<file path="src/rtl/mem_arbiter2.sv">
// Two-master arbiter for a picorv32 native memory port.
// Round-robin or fixed-priority grant, with a watchdog that terminates stalled transfers.
module mem_arbiter2 #(
    parameter bit          ROUND_ROBIN = 1'b1,
    parameter int unsigned TIMEOUT     = 256
) (
    input  logic        clk,
    input  logic        reset,

    input  logic        m0_mem_valid,
    input  logic        m0_mem_instr,
    output logic        m0_mem_ready,
    input  logic [31:0] m0_mem_addr,
    input  logic [31:0] m0_mem_wdata,
    input  logic [3:0]  m0_mem_wstrb,
    output logic [31:0] m0_mem_rdata,

    input  logic        m1_mem_valid,
    input  logic        m1_mem_instr,
    output logic        m1_mem_ready,
    input  logic [31:0] m1_mem_addr,
    input  logic [31:0] m1_mem_wdata,
    input  logic [3:0]  m1_mem_wstrb,
    output logic [31:0] m1_mem_rdata,

    output logic        mem_valid,
    output logic        mem_instr,
    input  logic        mem_ready,
    output logic [31:0] mem_addr,
    output logic [31:0] mem_wdata,
    output logic [3:0]  mem_wstrb,
    input  logic [31:0] mem_rdata,

    output logic [1:0]  grant,
    output logic        timeout_err
);

    localparam int unsigned    WdW    = (TIMEOUT > 0) ? $clog2(TIMEOUT + 1) : 1;
    localparam logic [WdW-1:0] WdLast = (TIMEOUT > 0) ? WdW'(TIMEOUT - 1) : '0;

    typedef enum logic [1:0] {StIdle, StGnt0, StGnt1} state_e;

    state_e         state_q, state_d;
    logic           last_q, last_d;   // 1 = master 1 owned the last completed transfer
    logic [WdW-1:0] wd_q, wd_d;
    logic           own_valid;
    logic           done;
    logic           tmo;
    logic           complete;
    logic [31:0]    rdata_sel;

    always_ff @(posedge clk or posedge reset) begin
        if (reset) begin
            state_q <= StIdle;
            last_q  <= 1'b1;
            wd_q    <= '0;
        end else begin
            state_q <= state_d;
            last_q  <= last_d;
            wd_q    <= wd_d;
        end
    end

    always_comb begin
        state_d   = state_q;
        last_d    = last_q;
        wd_d      = wd_q;
        done      = 1'b0;
        tmo       = 1'b0;
        own_valid = (state_q == StGnt1) ? m1_mem_valid : m0_mem_valid;
        case (state_q)
            StIdle: begin
                wd_d = '0;
                if (m0_mem_valid && m1_mem_valid) begin
                    state_d = (ROUND_ROBIN && !last_q) ? StGnt1 : StGnt0;
                end else if (m0_mem_valid) begin
                    state_d = StGnt0;
                end else if (m1_mem_valid) begin
                    state_d = StGnt1;
                end
            end
            StGnt0, StGnt1: begin
                if (!own_valid) begin
                    // Master abandoned the request: release without touching fairness state.
                    state_d = StIdle;
                    wd_d    = '0;
                end else if (mem_ready) begin
                    done    = 1'b1;
                    state_d = StIdle;
                    last_d  = (state_q == StGnt1);
                    wd_d    = '0;
                end else if (TIMEOUT != 0 && wd_q == WdLast) begin
                    tmo     = 1'b1;
                    state_d = StIdle;
                    last_d  = (state_q == StGnt1);
                    wd_d    = '0;
                end else begin
                    wd_d = wd_q + 1'b1;
                end
            end
            default: state_d = StIdle;
        endcase
    end

    assign complete  = done | tmo;
    assign rdata_sel = tmo ? 32'hFFFF_FFFF : mem_rdata;

    always_comb begin
        mem_valid    = 1'b0;
        mem_instr    = 1'b0;
        mem_addr     = '0;
        mem_wdata    = '0;
        mem_wstrb    = '0;
        grant        = 2'b00;
        m0_mem_ready = 1'b0;
        m0_mem_rdata = '0;
        m1_mem_ready = 1'b0;
        m1_mem_rdata = '0;
        timeout_err  = tmo;
        case (state_q)
            StGnt0: begin
                mem_valid    = m0_mem_valid;
                mem_instr    = m0_mem_instr;
                mem_addr     = m0_mem_addr;
                mem_wdata    = m0_mem_wdata;
                mem_wstrb    = m0_mem_wstrb;
                grant        = 2'b01;
                m0_mem_ready = complete;
                m0_mem_rdata = complete ? rdata_sel : '0;
            end
            StGnt1: begin
                mem_valid    = m1_mem_valid;
                mem_instr    = m1_mem_instr;
                mem_addr     = m1_mem_addr;
                mem_wdata    = m1_mem_wdata;
                mem_wstrb    = m1_mem_wstrb;
                grant        = 2'b10;
                m1_mem_ready = complete;
                m1_mem_rdata = complete ? rdata_sel : '0;
            end
            default: ;
        endcase
    end

endmodule

</file>
<file path="config.mk">
export PLATFORM = sky130hd
export DESIGN_NAME = mem_arbiter2
export DESIGN_NICKNAME = d
export VERILOG_FILES = /design/src/rtl/mem_arbiter2.sv
export SDC_FILE = /design/constraint.sdc
export NUM_CORES = 1
export LEC_CHECK = 0
export BUFFER_PORTS_ARGS = -buffer_cell sky130_fd_sc_hd__buf_4
export CAP_MARGIN = 20
export CORE_AREA = 2 2 121 123
export DETAILED_ROUTE_END_ITERATION = 8
export DIE_AREA = 0 0 123 125
export GPL_TIMING_DRIVEN = 0
export HOLD_SLACK_MARGIN = 0.15
export SYNTH_ARGS = -nofsm -noshare
export SYNTH_HDL_FRONTEND = slang
export SYNTH_SLANG_ARGS = --single-unit
</file>
<file path="constraint.sdc">
create_clock -name clk -period 2.3 [get_ports clk]
set_clock_uncertainty 0.1 [all_clocks]
set_input_delay 0.46 -clock clk [delete_from_list [all_inputs] [get_ports clk]]
set_output_delay 0.46 -clock clk [all_outputs]
set_load 0.01 [all_outputs]
</file>
## Word level (Yosys, flattened, before mapping)

Index checks and enable logic that the tools add are counted.

- Mux-type cells: 34
- Divide/modulo/power cells: 0
- Order comparisons: 0
- Shift operators: 0
- Equality and inequality tests: 5
- Add/subtract/negate cells: 1
- Reductions and logical operators: 7
- $mul: 0
- Bitwise gates (word level): 1

Operators by type and width:

| kind | count |
|---|---|
| $mux 32 | 4 |
| $pmux 32 s2 | 2 |
| $mux 9 | 3 |
| $pmux 9 s2 | 1 |
| $mux 2 | 7 |
| $mux 1 | 12 |
| $add 9x1->9 const B | 1 |
| $eq 9x8->1 const B | 1 |
| $ne 4x4->1 const B | 2 |
| $pmux 2 s2 | 2 |
| $pmux 4 s2 | 1 |
| $pmux 1 s2 | 2 |
| $reduce_bool 2->1 | 2 |
| $reduce_and 3->1 | 1 |
| $eq 2x1->1 const B | 1 |
| $eq 2x2->1 const B | 1 |
| $logic_not 2->1 | 1 |
| $reduce_and 2->1 | 1 |
| $reduce_or 2->1 | 1 |
| $logic_and 1x1->1 | 1 |
| $or 1x1->1 | 1 |

- Output and inout port bits: 139
- ROM bits: 0
- Flip-flop bits (word level): 12
- Bits of input ports: 175
- Memories: 0
- Memory bits (writable): 0
- Bits in latches: 0

## Longest topological paths before layout

Gate-level depths: netlist of run 1.

- Word-level depth: 8
- Mapped depth: 8

## Worst setup path after synthesis of run 1

No wires, ideal clock.

- Path kind: reg2out
- Start: register state_q[0]
- End: output port m0_mem_rdata[18]
- Required time: 1.740 ns
- Buffers on the path: 1
- Stages on the path, launching flop included: 9
- Setup slack: -0.055 ns
- Data arrival time: 1.795 ns
- Cells stage by stage: dfrtp_1 inv_1 ha_1 buf_6 mux2_4 and2_1 o211ai_4 inv_1 o21a_1

- Word-level cells in the longest chain between the ends: 7

RTL lines:

| what | RTL line | source |
|---|---|---|
| from (decl) | 43 | `state_e state_q, state_d;` |
| from (signal assigned) | 54 | `state_q <= StIdle;` |
| from (signal assigned) | 58 | `state_q <= state_d;` |
| $eq 2x2->1 | 70, 71 |  |
| $mux 1 | 70 | `own_valid = (state_q == StGnt1) ? m1_mem_valid : m0_mem_valid;` |
| $mux 1 | 83 | `if (!own_valid) begin` |
| $mux 1 | 71 | `case (state_q)` |
| $mux 32 or $or 1x1->1 (tied branches) | 106, 105 |  |
| $mux 32 | 129 | `m0_mem_rdata = complete ? rdata_sel : '0;` |
| $mux 32 * | 120 | `case (state_q)` |
| to (decl) | 16 | `output logic [31:0] m0_mem_rdata,` |

Every way passes the cells marked *; elsewhere a longest branch is shown, timed or not.

## Final worst setup path of run 1

- Start: register state_q[0]
- End: output port m0_mem_rdata[23]

Same word-level chain as after synthesis.

==> flow_metrics.py, run 1 <==
metrics = {
    "die": {
        "chipHeight_um": 125,
        "pin_count": 314,
        "fp.dieW_um": 123,
        "rows": 44,
        "coreArea_um2": 14200,
        "start_util": 0.167,
        "dieArea_um2": 15400,
    },
    "timing": {
        "setup_slack_ps": -217,
        "hold_violations": 0,
        "fin_crit_ps": 2520,
        "report.final.slew_viol_count": 0,
        "maxSlewHeadroom": 0.677,
        "min_period_over_period": 1.09,
        "setup_viol": 95,
        "worstMarginPinSlew_ps": 484,
        "max_freq_ghz": 0.397,
        "rsz0062_at_grt": "true",
    },
    "synth": {
        "synth_enable_flop_cells": 0,
        "postSynthAreaPerCell_um2": 6.81,
        "synth_flop_cell": "dfrtp_1",
        "synth-seq-cells": 12,
        "synth_cell_types": 36,
        "synth_xor_area_frac": 0.0111,
        "synthesis.area_um2": 2370,
        "yosys.area_share.simple": 0.428,
        "synth-seq-area-share": 0.127,
        "synthArstFlopShare": 1.00,
        "muxShareOfSynthArea": 0.00633,
        "syn-num-nets": 529,
        "synthCells": 348,
        "synth_compound_area_frac": 0.305,
        "yosysWarnings": 0,
        "synthAdderAreaFrac": 0.0317,
        "synth_top_family_by_area": "simple AND/OR/NAND/NOR gates",
    },
    "finish": {
        "antennaDiodeCount": 0,
        "nFillCells": 1444,
        "area_delta_synth_final_pct": 169,
        "final_util": 0.449,
        "fin_nets": 879,
        "drive_gt1_frac": 0.726,
        "final_cell_area_um2": 6370,
    },
    "clock_network": {
        "clk_pin_slew_ps": 40,
        "hold_buffers": 0,
        "insertion_delay_ps": 240,
        "clk_path_buf_depth": 2,
        "ctsHtreeMaxLevel": 1,
        "clock_sinks": 12,
        "root_buffer": "clkbuf_16",
        "cts-buffers-inserted": 3,
        "cts_tree": "yes",
    },
    "detailed_routing": {
        "vias": 3941,
        "drt-wirelength-per-cell_um": 17.0,
        "drcViolationCount": 0,
        "viasPerCell": 4.47,
        "finalWirelength_um": 14900,
        "ant_nets": 0,
        "first_iter_violations": 118,
        "first_pass_iters": 4,
    },
    "placement": {
        "dp_hpwl_um": 11200,
        "place_ws_ps": -537,
        "io_buffers": 313,
        "placed_cell_area_um2": 4960,
        "finalWeightedCongestion": 0.796,
    },
    "worst_setup_path": {
        "cp.required_ps": 1740,
        "end_kind": "primary output",
        "crit_type": "reg2out",
        "worstPathMaxFanout": 7,
        "arrival_ps": 1960,
        "cp-start-kind": "flip-flop",
    },
    "global_route": {
        "grt_pass1_vias": 3692,
        "overflow": 0,
        "grt_pass1_wl_um": 19700,
        "antenna_found_initial": 0,
        "grt.total_usage": 0.162,
        "grt_start_max_net_pins": 13,
    },
    "flow_run": {
        "cap_viol_max_count": 0,
    },
    "power": {
        "powerDensity_nw_per_um2": 918,
        "p_leak_uw": 0.00297,
        "peakVddDrop_uv": 618,
    },
    "run_status": {
        "violations": "setup timing",
        "status": "complete, but fails checks",
    },
    "min_path": {
        "hp-class": "in2async",
    },
}
## cell usage after synthesis (2+ instances only)
| library cell | instances | share of area |
|---|---|---|
| o21ai_0 | 3 | 0.0063 |
| o21a_1 | 5 | 0.016 |
| a21o_1 | 3 | 0.0095 |
| a22o_1 | 3 | 0.011 |
| a22oi_1 | 71 | 0.22 |
| buf_6 | 8 | 0.038 |
| nand2_1 | 7 | 0.011 |
| a21oi_1 | 3 | 0.0063 |
| nand3_1 | 3 | 0.0063 |
| inv_1 | 4 | 0.0063 |
| dfrtp_1 | 11 | 0.12 |
| buf_1 | 4 | 0.0063 |
| clkbuf_1 | 23 | 0.036 |
| nor2b_1 | 103 | 0.27 |
| nor3_1 | 2 | 0.0042 |
| nor2_1 | 68 | 0.11 |
| ha_1 | 6 | 0.032 |
| xnor2_1 | 2 | 0.0074 |
| o211ai_4 | 2 | 0.018 |
## state kept, by name, summed over array words and instances, names as in the netlist
signal	count
last_q	1
state_q	2
wd_q	9
## layer usage
layer | routed length [um] | track usage | share of wire
met4 | 126 | 0.0274 | 0.0084
met2 | 8000 | 0.305 | 0.53
met3 | 1100 | 0.0219 | 0.073
met1 | 5730 | 0.196 | 0.38
met5 | 0 | 0 | 0
## worst max-delay path: stages, from the launching register on
cell	delay, ps
dfrtp_1	390
inv_2	90
ha_4	140
mux2_4	310
and2_4	190
o211ai_4	90
buf_12	160
clkbuf_16	150
nor2_1	40
buf_4	150
## through the flow
stage	hold WS (ps)	total power (uW)	setup TNS, ps	instances
2_1_floorplan	224	2270	0	348
3_3_place_gp	376	3840	-44070	845
3_5_place_dp	380	3830	-48420	845
4_1_cts	151	4980	-17870	869
5_1_grt	176	6210	-18970	881
6_report	140	5850	-12520	881
## report_power, final
part	switching [uW]	internal [uW]	leakage, uW
Sequential	34.2	248	0.000160
Combinational	2290	2950	0.00277
Clock	96.8	234	0.0000382
## repair_timing
item / in CTS / in global routing
setup buffers: 20 / 8
setup endpoints to repair: 137 / 137
pin swaps: 6 / 32
resized for setup: 105 / 163
cloned: 2 / 8
## layout by cell type, fill, tap and decap left out, drive strengths merged, types with 5 or more instances in the layout
master    n
nor2b   103
nand2     7
clkbuf   22
a22oi    71
buf     363
nor2     68
o21a      5
inv       5
ha        6
dfrtp    11
## kinds of logic after synthesis
family / Yosys count
muxes: 1
buffers and inverters: 41
adders and majority gates: 6
and+or+nand+nor: 191
AOI/OAI and AO/OA: 94
DFF: 12
xor gates and xnor gates: 3
## worst paths after layout
kind	from	end	depth (start not counted)	slack [ps]
worst max-delay path	state_q[0]	m0_mem_rdata[23]	9	-220
worst min-delay path	reset	wd_q[5]	2	140
worst max register to register	state_q[0]	wd_q[6]	8	370
worst min register to register	wd_q[8]	wd_q[8]	1	390
max in group asynchronous	reset	state_q[1]	2	1610
min in group clk	wd_q[8]	wd_q[8]	1	390
## final cells by class
class / instances / area (um^2) / share of cell area
repair buffers: 350 / 2910 / 0.456
multi-input cells: 295 / 2430 / 0.382
flip-flops and latches: 12 / 303 / 0.0475
plain buffers: 31 / 384 / 0.0603
well taps: 184 / 230 / 0.0361
inverters: 5 / 36.3 / 0.00569
clock buffers: 4 / 78.8 / 0.0124
(Power assumes the default switching activity.)
==> run 2, diff against run 1 <==
- clock period: 2.3 -> 2.95 ns (I/O delays scaled with it)
==> run 2 against run 1 <==
  * The flow now finishes without violations
  * Final cell count fell by 3.2%
  * Core utilization fell by 8.5 points
  * Power fell by 42%
  * Combinational power fell by 45%
  * Critical path type unchanged
==> flow_metrics.py, run 2 (synthesis results as in run 1) <==
metrics = {
    "worst_setup_path": {
        "crit_chain": "ha_2 -> and4_4 -> and4_1 -> clkbuf_4 -> o211ai_4 -> buf_12 -> buf_6 -> nor2_1 -> buf_4",
        "cp_top_family": "buffers and inverters",
        "cp-start-kind": "flip-flop",
        "worstPathMaxFanout": 7,
        "crit_path_top_delay_cell": "dfrtp_1",
        "crit_buf_inv": 4,
        "worst-r2r-setup-slack_ps": 960,
        "cp.required_ps": 2260,
        "end_kind": "primary output",
        "crit_type": "reg2out",
        "arrival_ps": 2190,
        "cp_slowest_stage_delay_ps": 390,
    },
    "timing": {
        "worstMarginPinSlew_ps": 541,
        "hold_violations": 0,
        "fin_crit_ps": 2880,
        "setup_viol": 0,
        "tns_ps": 0,
        "report.final.slew_viol_count": 0,
        "min_period_over_period": 0.976,
        "max_freq_ghz": 0.347,
        "maxSlewHeadroom": 0.639,
        "whs_ps": 261,
    },
    "global_route": {
        "grt_util_met2": 0.291,
        "grt.total_usage": 0.157,
        "grt_start_max_net_pins": 13,
        "antenna_found_initial": 0,
        "gr-usage-met3": 0.0315,
        "busiest_layer": "met2",
        "overflow": 0,
        "grt_pass1_vias": 3501,
        "grt_pass1_wl_um": 19000,
        "globalRouteMet1Util": 0.187,
    },
    "finish": {
        "area_delta_synth_final_pct": 118,
        "largestRegisters": "wd_q: 9 flops, state_q: 2 flops, last_q: 1 flops",
        "fin_nets": 851,
        "final_cell_mix": "buf_4 (315), nor2b_1 (103), a22oi_1 (71)",
        "nFillCells": 1555,
        "final_cell_area_um2": 5160,
        "antennaDiodeCount": 0,
        "seq_area_um2": 303,
        "mostFrequentLayoutCell": "buf_4",
        "drive_gt1_frac": 0.525,
        "multi_input_area_um2": 1890,
        "largest_register": "wd_q",
        "largest_reg_flops": 9,
    },
    "placement": {
        "finalWeightedCongestion": 0.830,
        "dp_hpwl_um": 11100,
        "placed_cell_area_um2": 4950,
        "io_buffers": 313,
    },
    "clock_network": {
        "clk_pin_slew_ps": 50,
        "hold_buffers": 0,
        "clock_sinks": 12,
        "root_buffer": "clkbuf_16",
        "cts_tree": "yes",
        "cts-buffers-inserted": 3,
        "ctsHtreeMaxLevel": 1,
        "clk_path_buf_depth": 2,
        "insertion_delay_ps": 250,
    },
    "detailed_routing": {
        "first_iter_violations": 141,
        "first_pass_iters": 5,
        "vias": 3745,
        "drcViolationCount": 0,
        "drt-wirelength-per-cell_um": 15.8,
        "finalWirelength_um": 13500,
        "viasPerCell": 4.39,
        "ant_nets": 0,
    },
    "power": {
        "peakVddDrop_uv": 386,
        "powerDensity_nw_per_um2": 657,
        "p_total_uw": 3390,
        "p_leak_uw": 0.00257,
    },
    "run_status": {
        "status": "completed",
    },
    "die": {
        "pin_count": 314,
        "fp.dieW_um": 123,
        "rows": 44,
        "chipHeight_um": 125,
        "dieArea_um2": 15400,
        "coreArea_um2": 14200,
        "start_util": 0.167,
    },
    "flow_run": {
        "cap_viol_max_count": 0,
    },
    "min_path": {
        "hp-class": "in2async",
    },
}
## run 2: per-stage QoR
step	std cells	utilization	worst slack [ps]
2_1_floorplan	348	-	465
3_3_place_gp	845	0.349	-75.9
3_5_place_dp	845	0.349	-120
4_1_cts	848	0.356	-44.6
5_1_grt	853	0.363	-9.83
6_report	853	0.363	71.5
## run 2: timing repair
action | 4_1_cts | 5_1_grt
pin swaps | 0 | 1
buffers inserted | 0 | 3
gates resized for setup | 6 | 20
setup endpoints to repair | 137 | 126
gates cloned | 1 | 2
## run 2: routing by layer
metal / vias to the layer above / routed length (um) / share of wire
met5: - / 0 / 0
met4: 0 / 141 / 0.010
met3: 11 / 1360 / 0.10
li1: 1849 / - / -
met2: 200 / 6660 / 0.49
met1: 1685 / 5310 / 0.39
## run 2: worst paths after layout
kind                            start                to  cells past startpoint
setup / recovery              wd_q[0]  m0_mem_rdata[31]                      9
hold / removal                  reset           wd_q[3]                      2
setup reg to reg           state_q[0]           wd_q[6]                      8
hold reg to reg               wd_q[8]           wd_q[8]                      1
max in group asynchronous       reset        state_q[0]                      2
min in group clk              wd_q[8]           wd_q[8]                      1
## run 2: final cells by class
| cell class | instances | share of cell area |
|---|---|---|
| plain buffers | 34 | 0.0395 |
| clock buffers | 4 | 0.0172 |
| inverters | 5 | 0.00412 |
| multi-input cells | 295 | 0.367 |
| flip-flops and latches | 12 | 0.0587 |
| well taps | 184 | 0.0446 |
| repair buffers | 319 | 0.469 |
## run 2: report_power, final
group | switching, uW | total (uW) | internal, uW | leakage [uW]
clock | 79.1 | 284 | 205 | 0.0000442
sequential | 24.8 | 218 | 193 | 0.000160
combinational | 1440 | 2890 | 1440 | 0.00237
total | 1550 | 3390 | 1840 | 0.00257
